==> src/rtl/snow64_bfloat16_vec_slt_seq_pkg.sv <==
// Shared types for the sequential bfloat16 vector compare.
// Contents:
//   - Default lane count and lane width.
//   - VecCmpOp: the compare operation.
//   - VecCmpState: the sequencer states.
//   - PortIn_BinOp / PortOut_BinOp: the bundles that drive the lane comparator
//     and carry its result back.
package PkgSnow64BFloat16;

  localparam int NUM_LANES_DEF   = 16;
  localparam int WIDTH__LANE_DEF = 16;

  typedef enum logic {
    VecCmpOpLt = 1'b0,
    VecCmpOpGt = 1'b1
  } VecCmpOp;

  typedef enum logic [1:0] {
    StIdle,
    StIssue,
    StDrain,
    StDone
  } VecCmpState;

  typedef struct packed {
    logic                       start;
    logic [WIDTH__LANE_DEF-1:0] a;
    logic [WIDTH__LANE_DEF-1:0] b;
  } PortIn_BinOp;

  typedef struct packed {
    logic data_valid;
    logic data;
  } PortOut_BinOp;

endpackage

==> src/rtl/snow64_bfloat16_vec_slt_seq_if.sv <==
// Command/result bundle for snow64_bfloat16_vec_slt_seq.
// Signals:
//   in_start, in_op, in_a, in_b    command from the requester
//   out_can_accept_cmd             high while the engine is idle
//   out_data_valid, out_data       one-cycle completion pulse and result mask
//   in_broadcast_b                 present only with SNOW64_BFLOAT16_VEC_CMP_BROADCAST_EN
// Modports:
//   master  the requester side
//   slave   the compare engine side
interface snow64_bfloat16_vec_slt_seq_if #(
  parameter int NUM_LANES   = 16,
  parameter int WIDTH__LANE = 16
);
  logic                             in_start;
  logic                             in_op;
  logic [NUM_LANES*WIDTH__LANE-1:0] in_a;
  logic [NUM_LANES*WIDTH__LANE-1:0] in_b;
`ifdef SNOW64_BFLOAT16_VEC_CMP_BROADCAST_EN
  logic                             in_broadcast_b;
`endif
  logic                             out_can_accept_cmd;
  logic                             out_data_valid;
  logic [NUM_LANES-1:0]             out_data;

  modport master (
    output in_start, in_op, in_a, in_b,
`ifdef SNOW64_BFLOAT16_VEC_CMP_BROADCAST_EN
    output in_broadcast_b,
`endif
    input  out_can_accept_cmd, out_data_valid, out_data
  );

  modport slave (
    input  in_start, in_op, in_a, in_b,
`ifdef SNOW64_BFLOAT16_VEC_CMP_BROADCAST_EN
    input  in_broadcast_b,
`endif
    output out_can_accept_cmd, out_data_valid, out_data
  );
endinterface

==> src/rtl/snow64_bfloat16_vec_slt_seq_slt.sv <==
// Snow64BFloat16Slt: single-lane bfloat16 less-than with a registered result.
// Ports:
//   clk       clock
//   rst       asynchronous active-high reset
//   i_bin_op  start strobe and operands a, b
//   o_bin_op  registered a<b and a valid flag delayed one edge from start
module Snow64BFloat16Slt
  import PkgSnow64BFloat16::*;
(
  input  logic         clk,
  input  logic         rst,
  input  PortIn_BinOp  i_bin_op,
  output PortOut_BinOp o_bin_op
);

  logic r_valid;
  logic r_data;

  // Sign/magnitude ordering: +0 and -0 are equal, negatives order by
  // descending magnitude. NaN inputs fall through the magnitude path.
  function automatic logic f_slt(logic [WIDTH__LANE_DEF-1:0] a,
                                 logic [WIDTH__LANE_DEF-1:0] b);
    logic [WIDTH__LANE_DEF-2:0] mag_a;
    logic [WIDTH__LANE_DEF-2:0] mag_b;
    mag_a = a[WIDTH__LANE_DEF-2:0];
    mag_b = b[WIDTH__LANE_DEF-2:0];
    if ((mag_a == '0) && (mag_b == '0))
      return 1'b0;
    else if (a[WIDTH__LANE_DEF-1] != b[WIDTH__LANE_DEF-1])
      return a[WIDTH__LANE_DEF-1];
    else if (a[WIDTH__LANE_DEF-1])
      return mag_a > mag_b;
    else
      return mag_a < mag_b;
  endfunction

  always_ff @(posedge clk or posedge rst) begin
    if (rst) r_valid <= 1'b0;
    else     r_valid <= i_bin_op.start;
  end

  always_ff @(posedge clk) begin
    if (i_bin_op.start) r_data <= f_slt(i_bin_op.a, i_bin_op.b);
  end

  assign o_bin_op.data_valid = r_valid;
  assign o_bin_op.data       = r_data;

endmodule

==> src/rtl/snow64_bfloat16_vec_slt_seq.sv <==
// snow64_bfloat16_vec_slt_seq: per-lane bfloat16 LT/GT over a vector, one lane
// per cycle through a single registered comparator.
// Ports:
//   clk  clock
//   rst  asynchronous active-high reset
//   bus  command/result bundle (slave modport)
// Optional feature: define SNOW64_BFLOAT16_VEC_CMP_BROADCAST_EN to add
// in_broadcast_b, which replicates lane 0 of in_b across all lanes.
module snow64_bfloat16_vec_slt_seq
  import PkgSnow64BFloat16::*;
#(
  parameter int NUM_LANES   = NUM_LANES_DEF,
  parameter int WIDTH__LANE = WIDTH__LANE_DEF
) (
  input logic                      clk,
  input logic                      rst,
  snow64_bfloat16_vec_slt_seq_if.slave bus
);

  localparam int CNT_W = (NUM_LANES > 1) ? $clog2(NUM_LANES) : 1;
  localparam int VEC_W = NUM_LANES * WIDTH__LANE;
  localparam logic [CNT_W-1:0] LAST_LANE = CNT_W'(NUM_LANES - 1);

  VecCmpState             r_state, w_state_nxt;
  logic [CNT_W-1:0]       r_cnt;
  logic [CNT_W-1:0]       r_wr_idx;
  logic                   r_wr_vld;
  logic [NUM_LANES-1:0]   r_out_data;
  logic [VEC_W-1:0]       r_a;
  logic [VEC_W-1:0]       r_b;
  VecCmpOp                r_op;

  logic                   w_accept;
  logic                   w_issue;
  logic                   w_can_accept;
  logic                   w_data_valid;
  logic                   w_bcast;
  logic [VEC_W-1:0]       w_b_src;
  logic [WIDTH__LANE-1:0] w_lane_a;
  logic [WIDTH__LANE-1:0] w_lane_b;
  PortIn_BinOp            w_slt_in;
  PortOut_BinOp           w_slt_out;
  logic                   w_unused_slt_vld;

`ifdef SNOW64_BFLOAT16_VEC_CMP_BROADCAST_EN
  assign w_bcast = bus.in_broadcast_b;
`else
  assign w_bcast = 1'b0;
`endif

  assign w_b_src = w_bcast ? {NUM_LANES{bus.in_b[WIDTH__LANE-1:0]}} : bus.in_b;

  always_ff @(posedge clk or posedge rst) begin
    if (rst) r_state <= StIdle;
    else     r_state <= w_state_nxt;
  end

  always_comb begin
    w_state_nxt  = r_state;
    w_accept     = 1'b0;
    w_issue      = 1'b0;
    w_can_accept = 1'b0;
    w_data_valid = 1'b0;
    case (r_state)
      StIdle: begin
        w_can_accept = 1'b1;
        if (bus.in_start) begin
          w_accept    = 1'b1;
          w_state_nxt = StIssue;
        end
      end
      StIssue: begin
        w_issue = 1'b1;
        if (r_cnt == LAST_LANE) w_state_nxt = StDrain;
      end
      StDrain: w_state_nxt = StDone;
      StDone: begin
        w_data_valid = 1'b1;
        w_state_nxt  = StIdle;
      end
      default: w_state_nxt = StIdle;
    endcase
  end

  // Operand capture: GT is realised as LT with a and b swapped.
  always_ff @(posedge clk) begin
    if (w_accept) begin
      r_a  <= bus.in_a;
      r_b  <= w_b_src;
      r_op <= VecCmpOp'(bus.in_op);
    end
  end

  assign w_lane_a = r_a[int'(r_cnt)*WIDTH__LANE +: WIDTH__LANE];
  assign w_lane_b = r_b[int'(r_cnt)*WIDTH__LANE +: WIDTH__LANE];

  always_comb begin
    w_slt_in.start = w_issue;
    w_slt_in.a     = (r_op == VecCmpOpGt) ? w_lane_b : w_lane_a;
    w_slt_in.b     = (r_op == VecCmpOpGt) ? w_lane_a : w_lane_b;
  end

  Snow64BFloat16Slt u_slt (
    .clk      (clk),
    .rst      (rst),
    .i_bin_op (w_slt_in),
    .o_bin_op (w_slt_out)
  );

  assign w_unused_slt_vld = w_slt_out.data_valid;

  // Issue -> comparator register -> result mask: r_wr_idx trails r_cnt by one
  // edge so each lane lands in out_data two edges after it is issued.
  always_ff @(posedge clk or posedge rst) begin
    if (rst) begin
      r_cnt      <= '0;
      r_wr_idx   <= '0;
      r_wr_vld   <= 1'b0;
      r_out_data <= '0;
    end else begin
      r_wr_vld <= w_issue;
      r_wr_idx <= r_cnt;
      if (w_accept) begin
        r_cnt      <= '0;
        r_out_data <= '0;
      end else begin
        if (w_issue) r_cnt <= r_cnt + 1'b1;
        if (r_wr_vld) r_out_data[r_wr_idx] <= w_slt_out.data;
      end
    end
  end

  assign bus.out_can_accept_cmd = w_can_accept;
  assign bus.out_data_valid     = w_data_valid;
  assign bus.out_data           = r_out_data;

endmodule

==> src/flat_wrapper.sv <==
// flat-port wrapper written by rule: the top's interface ports become plain ports
module snow64_bfloat16_vec_slt_seq_flat import PkgSnow64BFloat16::*;
#(
  parameter int NUM_LANES   = NUM_LANES_DEF,
  parameter int WIDTH__LANE = WIDTH__LANE_DEF
)
  (clk, rst, bus_in_start, bus_in_op, bus_in_a, bus_in_b, bus_out_can_accept_cmd, bus_out_data_valid, bus_out_data);
  snow64_bfloat16_vec_slt_seq_if #(.NUM_LANES(NUM_LANES), .WIDTH__LANE(WIDTH__LANE)) bus_i ();
  input logic clk;
  input logic rst;
  input wire logic [$bits(bus_i.in_start)-1:0] bus_in_start;
  input wire logic [$bits(bus_i.in_op)-1:0] bus_in_op;
  input wire logic [$bits(bus_i.in_a)-1:0] bus_in_a;
  input wire logic [$bits(bus_i.in_b)-1:0] bus_in_b;
  output wire logic [$bits(bus_i.out_can_accept_cmd)-1:0] bus_out_can_accept_cmd;
  output wire logic [$bits(bus_i.out_data_valid)-1:0] bus_out_data_valid;
  output wire logic [$bits(bus_i.out_data)-1:0] bus_out_data;
  assign bus_i.in_start = bus_in_start;
  assign bus_i.in_op = bus_in_op;
  assign bus_i.in_a = bus_in_a;
  assign bus_i.in_b = bus_in_b;
  assign bus_out_can_accept_cmd = bus_i.out_can_accept_cmd;
  assign bus_out_data_valid = bus_i.out_data_valid;
  assign bus_out_data = bus_i.out_data;
  snow64_bfloat16_vec_slt_seq #(.NUM_LANES(NUM_LANES), .WIDTH__LANE(WIDTH__LANE)) u_core (.clk(clk), .rst(rst), .bus(bus_i));
endmodule
==> config.mk <==
export PLATFORM = sky130hd
export DESIGN_NAME = snow64_bfloat16_vec_slt_seq_flat
export DESIGN_NICKNAME = d
export VERILOG_FILES = /design/src/rtl/snow64_bfloat16_vec_slt_seq_pkg.sv /design/src/rtl/snow64_bfloat16_vec_slt_seq_if.sv /design/src/rtl/snow64_bfloat16_vec_slt_seq_slt.sv /design/src/rtl/snow64_bfloat16_vec_slt_seq.sv /design/src/flat_wrapper.sv
export SDC_FILE = /design/constraint.sdc
export NUM_CORES = 1
export LEC_CHECK = 0
export ABC_AREA = 1
export CAP_MARGIN = 20
export CORE_MARGIN = 5
export CORE_UTILIZATION = 57
export CTS_BUF_LIST = sky130_fd_sc_hd__clkbuf_4
export CTS_CLUSTER_SIZE = 8
export DETAILED_ROUTE_END_ITERATION = 7
export PLACE_DENSITY = 0.89
export SLEW_MARGIN = 20
export SYNTH_ARGS = -nofsm -noshare
export SYNTH_HDL_FRONTEND = slang
export SYNTH_HIERARCHICAL = 1
export SYNTH_SLANG_ARGS = --single-unit
==> constraint.sdc <==
create_clock -name clk -period 12.3 [get_ports clk]
set_input_delay 3.69 -clock clk [delete_from_list [all_inputs] [get_ports clk]]
set_output_delay 3.69 -clock clk [all_outputs]
set_load 0.02 [all_outputs]
# Yosys cells after proc, flatten, opt, wreduce, memory -nomap -nowiden
# Index checks and enable logic that the tools add are counted.
[totals]
in_bits = 516
regBits = 541
output_inout_bits = 18
word_cells = 50
[classes]
shifts = 2
mux = 19
n_lt_le_gt_ge = 4
eq_ne = 7
add_sub_neg = 1
n_reduce_logical = 8
[ops]
columns = ["cell", "count"]
rows = [
  ["indexed part select 256 x 9 -> 16 bit", 2],
  ["2-to-1 mux 16 bit", 4],
  ["logical NOT 15 bit", 2],
  ["bitwise mux 16 bit", 1],
  ["> comparator 15 bit", 1],
  ["< comparator 15 bit", 1],
  ["2-to-1 mux 1 bit", 8],
  ["2-to-1 mux 4 bit", 2],
  ["case mux 2 bit (4 select lines)", 1],
  ["< comparator 4 x 5 -> 1 bit (second input constant)", 1],
  ["adder 4 x 1 -> 4 bit (second input constant)", 1],
  ["demux 1 bit (select 4 bit)", 1],
  ["== test 2 bit (second input constant)", 2],
  ["== test 4 bit (second input constant)", 1],
  ["greater-or-equal comparator 4 x 1 -> 1 bit (second input constant)", 1],
  ["2-to-1 mux 2 bit", 2],
  ["nonzero test 2 bit", 2],
  ["== test 2 x 1 -> 1 bit (second input constant)", 1],
  ["logical AND 1 bit", 2],
  ["logical NOT 2 bit", 1],
  ["!= test 2 x 1 -> 1 bit (second input constant)", 1],
  ["!= test 2 bit (second input constant)", 1],
  ["AND reduction 2 bit", 1],
  ["!= test 1 bit", 1],
]

# Longest topological paths before layout
[depth]
depth_word = 7
mapped_depth = 24
depth_no_buf = 21

# Hierarchy
# The synthesis kept the hierarchy.
[by_module_without_submodules]
columns = ["module", "cells_each", "seq_area_each_um2", "instances", "area_per_inst_um2"]
rows = [
  ["snow64_bfloat16_vec_slt_seq", 2325, 16080.4, 1, 23679.0],
  ["Snow64BFloat16Slt", 105, 55.1, 1, 609.3],
]

# Worst setup path before layout
# OpenSTA, ideal clock, no wires.
[synth_timing]
kind = "input -> register"
startpoint = "input bus_in_start"
endpoint = "register u_core.r_out_data[0] (netlist: u_core/bus.out_data[0])"
required_time_ns = 12.180
arrival_time_ns = 10.520
path_stages = 6
setup_time_ns = 0.120
slack_ns = 1.660
n_path_buf = 1
path_cell_list = "nand2_2 inv_2 nor2_1 clkbuf_2 o21ai_0 inv_1"
[synth_between]
elab_chain_len = 3
elab_cells_between_ends = 4
cone_classes = "mux: 3; reduce/logical: 1"
[synth_rtl]
columns = ["item", "line_no", "rtl"]
rows = [
  ["from (decl)", "flat_wrapper.sv:11", "input wire logic [$bits(bus_i.in_start)-1:0] bus_in_start;"],
  ["2-to-1 mux 1 bit (*)", "snow64_bfloat16_vec_slt_seq.sv:67", "if (bus.in_start) begin"],
  ["2-to-1 mux 1 bit (*)", "snow64_bfloat16_vec_slt_seq.sv:64", "case (r_state)"],
  ["named net u_core.w_accept", "snow64_bfloat16_vec_slt_seq.sv:33", "logic w_accept;"],
  ["2-to-1 mux 16 bit or nonzero test 2 bit (tied branches)", "-", ""],
  ["to (signal, indexed assignment)", "snow64_bfloat16_vec_slt_seq.sv:128", "if (r_wr_vld) r_out_data[r_wr_idx] <= w_slt_out.data;"],
  ["to (decl)", "snow64_bfloat16_vec_slt_seq.sv:28", "logic [NUM_LANES-1:0] r_out_data;"],
]
# The timed path passes the listed nets; every way through them passes the cells marked *.
# A chain may end at the register's enable or synchronous reset.

# Worst setup path in the final report
[layout_timing]
startpoint = "register u_core.r_state[1]"
endpoint = "output bus_out_can_accept_cmd"
[layout_between]
elab_chain_len = 2
[layout_rtl]
columns = ["item", "line_no", "rtl"]
rows = [
  ["from (decl)", "snow64_bfloat16_vec_slt_seq.sv:24", "VecCmpState r_state, w_state_nxt;"],
  ["from (signal assigned)", "snow64_bfloat16_vec_slt_seq.sv:54", "if (rst) r_state <= StIdle;"],
  ["from (signal assigned)", "snow64_bfloat16_vec_slt_seq.sv:55", "else r_state <= w_state_nxt;"],
  ["logical NOT 2 bit", "snow64_bfloat16_vec_slt_seq.sv:64", ""],
  ["2-to-1 mux 1 bit", "snow64_bfloat16_vec_slt_seq.sv:64", ""],
  ["to (decl)", "flat_wrapper.sv:15", "output wire logic [$bits(bus_i.out_can_accept_cmd)-1:0] bus_out_can_accept_cmd;"],
]
# Every way passes these cells.

==> reports/results.tsv <==
metric	value	unit
status	complete, no violations	
global-route wire length before repair	114000	um
post-CTS sizing	0	
Final period util	49.5	%
Worst EP arrival	2.40	ns
min-delay worst type	reg -> reg	
Max Clock Freq	164	MHz
vias in the first global route	20046	
fin util	74.7	%
Final setup viols	0	
P_int	0.00405	W
Net Sw Power	0.00274	W
FF+latch area	16100	um2
Tmin final	6.09	ns
CP Class	reg -> out	
Die W	216	um
warnings from Yosys	6	
reg2reg path depth	21	
power density of the placed cells	216	nW/um2
core area	42000	um2
CTS buffer count	142	
# clock sinks	541	
Mean Syn Cell Area	9.99	um2
GRT overflow	0	
Hold Path Stages	2	
clock buffer depth	3	
Root Buffer	clkbuf_4	
Final Hold Slack	0.589	ns
CTS clock-pin slew for the worst setup and hold paths	0.06	ns
Slew Viols, Final	0	
Initial DRC Count	2843	
die area	46800	um2
reg2reg setup slack	7.20	ns
worst r2r src	u_core/r_cnt[0]	
largest net degree at the start of global routing	191	
TritonCTS clock tree	yes	
setup TNS	0	ns
Slew headroom	24.2	%
Die Y	216	um
crit-path max FO	4	
top sig layer	met5	
Routed Antenna Nets	0	
setup bufs post-CTS	0	
Syn Nets	2964	
Initial Utilization	57.7	%
Mapped Area	24300	um2
number of top-level pins	534	
Vias	19930	
metal3 WL	8930	um
max-cap viol count	0	
Routed WL	77500	um
hpwl dp	52600	um
Seq pwr share	38.9	%
clk_skew	0.0460	ns
area of the multi-input gates	5710	um2
number of fillers in the final layout	2606	
# port buffers	533	
sw frac	40.3	%
Area Growth Syn to Fin	29.4	%
Slew @ Worst Pin	1.14	ns
routed length on met1	26900	um
placed insts	3394	
row count	75	
HP Start	u_core/r_state[0]	
DRC Markers	0	
worst hold endpoint	u_core/r_state[0]	
WP data required	8.61	ns
Post-Syn Instances	2427	
RSZ-0062 raised after global routing	no	
GP Congestion	0.940	
Vias per Instance	5.48	
nets	3536	
worst skew pair latency	0.97	ns
met2 WL	38000	um
R2R Path End	u_core/u_slt/r_data	
Final Hold Viols	0	
Placement Setup Slack	5.60	ns
combinational share of power	38.4	%
layout cells sized above 1	7.55	%
Final Non-Filler Cells	3640	
initial antenna violation count	17	
worst vdd ir	234	uV
WL/cell	21.3	um
Tot GR Track Use	32.5	%
Critical Path Sink Type	output port	
Leak	13.8	nW
CP startpoint kind	flop	
hold buffers post-CTS	0	
# H-tree levels	4	
final setup margin	6.21	ns
Clk network pwr share	22.6	%
drt pass-1 iters	6	
==> through the flow <==
step / instance area [um2] / power (W)
global placement: 29600 / 0.00509
global route: 31400 / 0.00722
detailed placement: 29600 / 0.00521
finish: 31400 / 0.00679
floorplan: 24300 / 0.00445
CTS: 31400 / 0.00678
==> how the worst max path moves through the flow <==
stage,from,end,cells past startpoint,slack [ns]
2_1_floorplan,bus_in_start,u_core/bus.out_data[0],6,1.66
3_3_place_gp,bus_in_start,u_core/r_a[254],4,5.68
3_5_place_dp,bus_in_start,u_core/r_a[254],4,5.60
4_1_cts,u_core/r_state[1],bus_out_can_accept_cmd,3,6.12
5_1_grt,u_core/r_state[1],bus_out_can_accept_cmd,3,6.04
6_report,u_core/r_state[1],bus_out_can_accept_cmd,3,6.21
==> flip-flops by register name, summed over array words and instances, names as in the netlist <==
signal and count:
u_core/r_a 256, u_core/r_b 256, u_core/r_wr_vld 1, u_core/r_wr_idx 4, u_core/bus.out_data 16, u_core/u_slt/r_data 1
u_core/r_state 2, u_core/r_op 1, u_core/r_cnt 4
==> layout make-up <==
class                   instances  area share (%)
multi-input cells            1323            18.2
repair buffers                544            17.3
well taps                     539            2.15
inverters                     447            5.42
diodes                         14           0.112
clock inverters                30           0.614
clock buffers                 202            4.83
flip-flops and latches        541            51.4
==> per-layer routing <==
layer,vias up,GRT usage (%)
li1,8993,-
met1,9305,38.4
met2,1389,53.7
met3,233,10.6
met4,10,16.3
met5,-,0
==> power by group through the flow <==
| stage | registers, W | clock network [W] | logic, W |
|---|---|---|---|
| 2_1_floorplan | 0.00263 | 0 | 0.00183 |
| 3_3_place_gp | 0.00265 | 0 | 0.00244 |
| 3_5_place_dp | 0.00267 | 0 | 0.00255 |
| 4_1_cts | 0.00263 | 0.00157 | 0.00258 |
| 5_1_grt | 0.00266 | 0.00168 | 0.00287 |
| 6_report | 0.00264 | 0.00154 | 0.00261 |
==> cell usage in the layout, fill, tap and decap left out, drive strengths merged, types with 11 or more instances in the layout <==
cell type / instances
clkinv: 24
o21ai: 18
inv: 450
diode: 14
nand3: 389
clkbuf: 202
nand2: 853
ha: 21
buf: 11
edfxtp: 514
dfrtp: 27
nor2: 17
clkdlybuf4s50: 533
==> worst max-delay path: stages, from the launching register on <==
cell,delay [ns]
dfrtp_1,0.42
inv_1,0.14
ha_1,0.23
clkdlybuf4s50_1,0.63
No activity file was read; power rests on OpenSTA's default activity.
